--- config.mk ---
export PLATFORM = sky130hd
export DESIGN_NAME = mux_8to1_rr
export DESIGN_NICKNAME = d
export VERILOG_FILES = /design/src/rtl/mux_pkg.sv /design/src/rtl/mux_8to1_rr_arbiter.sv /design/src/rtl/mux_8to1_rr.sv
export SDC_FILE = /design/constraint.sdc
export NUM_CORES = 1
export LEC_CHECK = 0
export ABC_AREA = 0
export CAP_MARGIN = 5
export CORE_MARGIN = 2
export CORE_UTILIZATION = 40
export DETAILED_ROUTE_END_ITERATION = 8
export MAX_ROUTING_LAYER = met4
export PLACE_DENSITY = 0.85
export SYNTH_ARGS = -nofsm -noshare
export SYNTH_HDL_FRONTEND = slang
export SYNTH_SLANG_ARGS = --single-unit
export TNS_END_PERCENT = 1
--- constraint.sdc ---
create_clock -name clk -period 4.15 [get_ports clk]
set_input_delay 0.83 -clock clk [delete_from_list [all_inputs] [get_ports clk]]
set_output_delay 0.83 -clock clk [all_outputs]
set_load 0.03 [all_outputs]
--- src/rtl/mux_pkg.sv ---
// Shared types and constants for the 8-to-1 round-robin multiplexer.
package mux_pkg;

  localparam int NUM_CH = 8;
  localparam int SEL_W  = 3;

  typedef logic [SEL_W-1:0] sel_t;

  typedef enum logic {
    IDLE   = 1'b0,
    LOCKED = 1'b1
  } lock_state_t;

  // Channel that follows ch in rotation; 3-bit arithmetic wraps 7 to 0.
  function automatic sel_t next_ch(input sel_t ch);
    return ch + sel_t'(1);
  endfunction

endpackage

--- src/rtl/mux_8to1_rr_arbiter.sv ---
// Combinational rotating-priority arbiter for 8 requesters.
// Searches req upward from ptr (modulo 8); the first set bit wins.
module rr_arbiter_8
  import mux_pkg::*;
(
  input  logic [NUM_CH-1:0] req,
  input  sel_t              ptr,
  output logic [NUM_CH-1:0] gnt_onehot,
  output sel_t              gnt_idx,
  output logic              gnt_any
);

  sel_t idx;

  // Walk the eight channels in priority order and keep the first requester.
  always_comb begin
    gnt_any = 1'b0;
    gnt_idx = '0;
    idx     = '0;
    for (int k = 0; k < NUM_CH; k++) begin
      idx = ptr + sel_t'(k);
      if (!gnt_any && req[idx]) begin
        gnt_any = 1'b1;
        gnt_idx = idx;
      end
    end
  end

  assign gnt_onehot = gnt_any ? (NUM_CH'(1) << gnt_idx) : '0;

endmodule

--- src/rtl/mux_8to1_rr.sv ---
// Eight-channel round-robin multiplexer with valid/ready handshakes and a
// registered output stage. Each beat carries its source index on out_sel.
//
// Optional build macro: MUX_PKT_LOCK_EN adds in_last/out_last and a packet
// lock so a multi-beat packet is never interleaved with other channels.
//
// Lock FSM (MUX_PKT_LOCK_EN only):
//   state  | meaning
//   IDLE   | normal round-robin arbitration between all channels
//   LOCKED | mid-packet; only lock_ch may be granted until its last beat
module mux_8to1_rr
  import mux_pkg::*;
#(
  parameter int WIDTH = 8
) (
  input  logic                    clk,
  input  logic                    rst_n,
  input  logic [NUM_CH*WIDTH-1:0] in_data,
  input  logic [NUM_CH-1:0]       in_valid,
  output logic [NUM_CH-1:0]       in_ready,
`ifdef MUX_PKT_LOCK_EN
  input  logic [NUM_CH-1:0]       in_last,
  output logic                    out_last,
`endif
  output logic [WIDTH-1:0]        out_data,
  output sel_t                    out_sel,
  output logic                    out_valid,
  input  logic                    out_ready
);

  sel_t              ptr;
  logic              load_en;
  logic [NUM_CH-1:0] req;
  logic [NUM_CH-1:0] gnt_onehot;
  sel_t              gnt_idx;
  logic              gnt_any;
  logic              xfer;
  logic              end_of_pkt;
  logic [WIDTH-1:0]  ch_data [NUM_CH];

  for (genvar i = 0; i < NUM_CH; i++) begin : g_split
    assign ch_data[i] = in_data[i*WIDTH +: WIDTH];
  end

  // The output register can take a new beat when empty or being drained.
  assign load_en = !out_valid || out_ready;

`ifdef MUX_PKT_LOCK_EN
  lock_state_t lock_state;
  sel_t        lock_ch;

  // While locked only the owning channel may request, so other valid
  // channels cannot slip a beat into the middle of a packet.
  assign req        = (lock_state == LOCKED) ? (in_valid & (NUM_CH'(1) << lock_ch))
                                             : in_valid;
  assign end_of_pkt = in_last[gnt_idx];
`else
  assign req        = in_valid;
  assign end_of_pkt = 1'b1;
`endif

  rr_arbiter_8 u_arb (
    .req        (req),
    .ptr        (ptr),
    .gnt_onehot (gnt_onehot),
    .gnt_idx    (gnt_idx),
    .gnt_any    (gnt_any)
  );

  assign xfer = gnt_any && load_en;

  // rst_n gates ready so no producer sees a handshake while reset is held.
  assign in_ready = (rst_n && load_en) ? gnt_onehot : '0;

  // Output register and rotating pointer; pointer moves only on packet end.
  always_ff @(posedge clk or negedge rst_n) begin
    if (!rst_n) begin
      out_valid <= 1'b0;
      out_data  <= '0;
      out_sel   <= '0;
      ptr       <= '0;
    end else if (xfer) begin
      out_valid <= 1'b1;
      out_data  <= ch_data[gnt_idx];
      out_sel   <= gnt_idx;
      if (end_of_pkt) begin
        ptr <= next_ch(gnt_idx);
      end
    end else if (load_en) begin
      out_valid <= 1'b0;
    end
  end

`ifdef MUX_PKT_LOCK_EN
  // Last-beat flag travels with the data in the output register.
  always_ff @(posedge clk or negedge rst_n) begin
    if (!rst_n) begin
      out_last <= 1'b0;
    end else if (xfer) begin
      out_last <= in_last[gnt_idx];
    end else if (load_en) begin
      out_last <= 1'b0;
    end
  end

  // Packet lock FSM: enter on a non-last beat, leave on the owner's last beat.
  always_ff @(posedge clk or negedge rst_n) begin
    if (!rst_n) begin
      lock_state <= IDLE;
      lock_ch    <= '0;
    end else if (xfer) begin
      case (lock_state)
        IDLE: begin
          if (!in_last[gnt_idx]) begin
            lock_state <= LOCKED;
            lock_ch    <= gnt_idx;
          end
        end
        LOCKED: begin
          if (in_last[lock_ch]) begin
            lock_state <= IDLE;
          end
        end
        default: lock_state <= IDLE;
      endcase
    end
  end
`endif

endmodule
* After elaboration in Yosys (flattened, before gate mapping)
Cells that the tools add are included.
Storage, ports and cells: register bits 15, latch bits 0, RAM bits 0, ROM bits 0, output and inout port bits 20, word-level logic and storage cells 81, memories kept 0
Cells by class: add/sub/neg operators 8, $mul 0, div/mod/pow operators 0, order comparisons 9, equality and inequality tests 0, shift operators 1, multiplexer cells 39, bitwise operators 1, reductions and logical operators 19
Operators with widths (number):
- $lt 3x4->1 const B | 8
- $mux 8 | 4
- $bmux 1 s3 | 8
- $bmux 8 s3 | 1
- $mux 3 | 8
- $mux 1 | 18
- $add 3x3->3 const B | 4
- $logic_and 1x1->1 | 9
- $logic_not 1->1 | 8
- $shl 1x3->8 const A | 1
- $add 3x1->3 const B | 2
- $add 3x2->3 const B | 2
- $ge 4x4->1 const B | 1
- $not 3->4 | 1
- $reduce_bool 2->1 | 1
- $logic_or 1x1->1 | 1

* Longest topological paths before layout
depth after elaboration 28, mapped depth 17, mapped depth without buffers 13

* Hierarchy
A second synthesis with hierarchy kept.
Second synthesis, totals: cells, all modules 214, area total of the unflattened synthesis 2073.2 um^2
By module, submodules not included:
- mux_8to1_rr | times used 1, cells an instance 117, area each 1187.4 um^2
- rr_arbiter_8 | times used 1, cells an instance 97, area each 885.8 um^2

* Least setup slack after synthesis
Ideal clock, no wire load.
kind register to output, start point register ptr[1], end point output in_ready[5], arrival 4549 ps, setup slack -1229 ps, cell stages (with the launch flop) 14, buffers on the path 5, path through dfrtp_1 buf_2 buf_2 inv_1 ha_1 buf_6 mux4_2 or3b_1 a21o_1 a211o_1 o211a_1 buf_4 buf_2 a2111oi_0
On the way: word-level cells in the longest chain between the ends 27
Ends and longest elaborated chain:
- start, declared | line mux_8to1_rr.sv:31 | sel_t ptr;
- start signal, assigned | line mux_8to1_rr.sv:87 | ptr <= next_ch(gnt_idx);
- parallel branches: the longest is 25 deep, another holds $add 3x1->3
- $mux 8 * | line mux_8to1_rr_arbiter.sv:29 | assign gnt_onehot = gnt_any ? (NUM_CH'(1) << gnt_idx) : '0;
- $mux 8 * | line mux_8to1_rr.sv:73 | assign in_ready = (rst_n && load_en) ? gnt_onehot : '0;
- end, declared | line mux_8to1_rr.sv:20 | output logic [NUM_CH-1:0] in_ready,
Every way passes the cells marked *. The select of a mux whose other input is x is not followed.

* Final worst setup path
start point register ptr[0], end point output in_ready[1]
The elaborated chain is that of the path after synthesis.

==> load_flow_metrics.sql <==
INSERT INTO impl_metrics (metric_group, metric, value, unit) VALUES
('drt', 'wire_per_inst', '18.0', 'um'),
('hold_path', 'min_from', 'out_sel[0]', ''),
('drt', 'dr.pass1.iters', '7', ''),
('timing', 'fin_worst_skew', '0.00520', 'ns'),
('placement', 'place_congestion', '0.919', ''),
('drt', 'final_routed_wirelength_across_all_metal_layers', '8480', 'um'),
('setup_path', 'critical_path_peak_fanout', '4', ''),
('synth', 'yosysSeqAreaShare', '0.162', ''),
('drt', 'drt_drc_violations_left', '0', ''),
('cells_and_area', 'finalInstanceArea', '3920', 'um2'),
('setup_path', 'cpMostUsedCell', 'inv_2', ''),
('die', 'design.core.area', '5540', 'um2'),
('die', 'i_o_pin_count', '95', ''),
('timing', 'setup_ws', '-0.148', 'ns'),
('clock_network', 'cts.htree.levels', '1', ''),
('placement', 'postPlaceCellArea', '3640', 'um2'),
('timing', 'setup-tns-final', '-0.461', 'ns'),
('outcome', 'outcome', 'finished with violations', ''),
('job', 'maxCapViolCount', '0', ''),
('clock_network', 'post_cts_hold_buffer_count', '0', ''),
('global_routing', 'grt_util_all_layers', '0.275', ''),
('cells_and_area', 'nNetsFinal', '479', ''),
('synth', 'synthDistinctLibCells', '57', ''),
('die', 'dieWidth', '80.1', 'um'),
('cells_and_area', 'final_cells', '472', ''),
('synth', 'synth_top_area_cell', 'dfrtp_1', ''),
('synth', 'ys_top_cells_by_count', 'nand3_1 (41), o21ai_0 (21), nand2_1 (20), mux4_2 (16), o211ai_1 (16)', ''),
('cells_and_area', 'layout-area-overhead-vs-synth', '69.1', '%'),
('outcome', 'violations', 'setup timing', ''),
('synth', 'post-synth-top-count-cell', 'nand3_1', ''),
('drt', 'num_vias', '2850', ''),
('placement', 'dp_cells', '453', ''),
('global_routing', 'gr-total-overflow', '0', ''),
('placement', 'io_buffers', '94', ''),
('synth', 'synth-edff-count', '0', ''),
('timing', 'fin_hold_ws', '0.480', 'ns'),
('timing', 'slew_headroom', '0.631', ''),
('global_routing', 'largest_net_degree_at_the_start_of_global_routing', '34', ''),
('cells_and_area', 'num_antenna_cells', '0', ''),
('synth', 'synthTopCellsByArea', 'dfrtp_1 (16%), mux4_2 (16%), nand3_1 (8.9%), mux2_4 (6.5%), o211ai_1 (5.2%)', ''),
('placement', 'dp_hpwl', '6040', 'um'),
('synth', 'synth_top_area_share', '0.162', ''),
('synth', 'synth_flop_cell', 'dfrtp_1', ''),
('timing', 'slew_at_the_pin_closest_to_its_max_slew_limit', '0.549', 'ns'),
('setup_path', 'critical_path_at', '3.47', 'ns'),
('die', 'fp.dieH', '80.1', 'um'),
('global_routing', 'antenna_found_initial', '0', ''),
('cells_and_area', 'n_fill_cell', '409', ''),
('setup_path', 'worst_ep_required_time', '3.32', 'ns'),
('drt', 'drtIter0Drc', '207', ''),
('timing', 'setup-violations-final', '7', ''),
('setup_path', 'worstSetupEndpointType', 'output pin', ''),
('setup_path', 'max_stage_delay', '0.56', 'ns'),
('drt', 'routed_via_density', '6.04', ''),
('setup_path', 'critPathLaunchType', 'register', ''),
('setup_path', 'worstReg2RegStart', 'ptr[0]', ''),
('global_routing', 'first_pass_grt_wire_length', '13800', 'um'),
('clock_network', 'cts_root_buf', 'clkbuf_8', ''),
('synth', 'yosys_register_bits', '15', ''),
('clock_network', 'clkSinkCount', '15', ''),
('timing', 'rsz_0062_raised_after_global_routing', 'yes', ''),
('clock_network', 'cts-buffers-inserted', '3', ''),
('timing', 'maxSlewViolCount', '0', ''),
('setup_path', 'timing.setup.critical_path_class', 'reg -> out', ''),
('hold_path', 'min-delay-path-class', 'reg -> reg', ''),
('setup_path', 'startpoint', 'ptr[0]', ''),
('clock_network', 'insertion_delay_of_the_later_clocked_pin_in_the_worst_skew_pair', '0.25', 'ns'),
('clock_network', 'clk_transition_reported_paths', '0.06', 'ns'),
('synth', 'synth.avg_cell_area', '9.02', 'um2'),
('timing', 'final_period_minus_worst_setup_slack', '4.30', 'ns'),
('synth', 'asyncSetResetFlopFracSynth', '1.00', '');
through the flow:
stage / setup slack, ns / utilization
final: -0.148 / 0.708
after floorplan: -0.0805 / -
after global placement: -0.330 / 0.657
after detailed placement: -0.416 / 0.657
after CTS: 0.00380 / 0.692
after global routing: -0.211 / 0.708
layout make-up:
type                       count  area share
clock buffer                   3      0.0105
clock inverter                 1     0.00128
tap                           72      0.0230
multi-input combinational    213       0.494
inverter                       7     0.00670
timing repair buffer         161       0.369
sequential                    15      0.0960
layer usage:
layer	track usage	vias to the layer above	wire [um]
met1	0.326	1369	3250
li1	-	1286	-
met2	0.483	167	4380
met3	0.0371	28	591
met5	-	-	0
met4	0.0898	0	252
worst max-delay path, delay by kind of cell (launching register included):
| kind | cells | cell delay (ns) |
|---|---|---|
| compound gates | 3 | 0.54 |
| fa+ha+maj | 1 | 0.31 |
| buf+inv | 3 | 0.26 |
| flops | 1 | 0.41 |
| mux | 2 | 0.85 |
| simple gates | 3 | 0.85 |
what timing repair did:
item | CTS | global route
resized for setup | 50 | 16
buffers inserted | 13 | 2
endpoints found under the setup margin | 8 | 8
pin swaps | 13 | 13
sequential cells by signal, summed over array words and instances, names as in the netlist:
register   count
out_sel        3
out_valid      1
out_data       8
ptr            3
worst paths after layout:
| check | endpoint | slack [ns] | depth (start not counted) |
|---|---|---|---|
| setup / recovery | in_ready[1] | -0.15 | 12 |
| hold / removal | out_sel[0] | 0.48 | 1 |
| hold reg to reg | out_sel[0] | 0.48 | 1 |
| min in group asynchronous | out_sel[1] | 0.91 | 2 |
| max in group asynchronous | ptr[0] | 3.03 | 2 |
| setup reg to reg | out_data[6] | 0.62 | 14 |
placed cells by master, fill, tap and decap left out, types with 3 or more instances in the layout:
| cell type | n |
|---|---|
| xnor2_1 | 3 |
| nand2_1 | 19 |
| a211o_1 | 3 |
| clkdlybuf4s50_1 | 78 |
| mux2_1 | 3 |
| mux4_2 | 16 |
| a21oi_2 | 3 |
| a21o_1 | 3 |
| buf_2 | 7 |
| inv_1 | 4 |
| dfrtp_1 | 14 |
| mux2_2 | 5 |
| o22ai_2 | 3 |
| nor2_1 | 7 |
| mux2_4 | 11 |
| nand2b_1 | 4 |
| buf_4 | 60 |
| nand3_1 | 41 |
| o211ai_1 | 16 |
| clkbuf_8 | 3 |
| a21oi_1 | 4 |
| inv_2 | 3 |
| mux2i_1 | 3 |
| buf_6 | 15 |
| o21ai_0 | 21 |
cells by family after synthesis:
kind of cell,Yosys count,synth area share
and+or+nand+nor,93,0.206
adders and majority gates,3,0.0162
AOI/OAI and AO/OA,72,0.230
muxes,41,0.298
xor gates and xnor gates,4,0.0151
buffers and inverters,29,0.0728
DFF,15,0.162
Power is not shown: default switching activity piles up to over one toggle a cycle in this logic, so the estimate is an artifact.
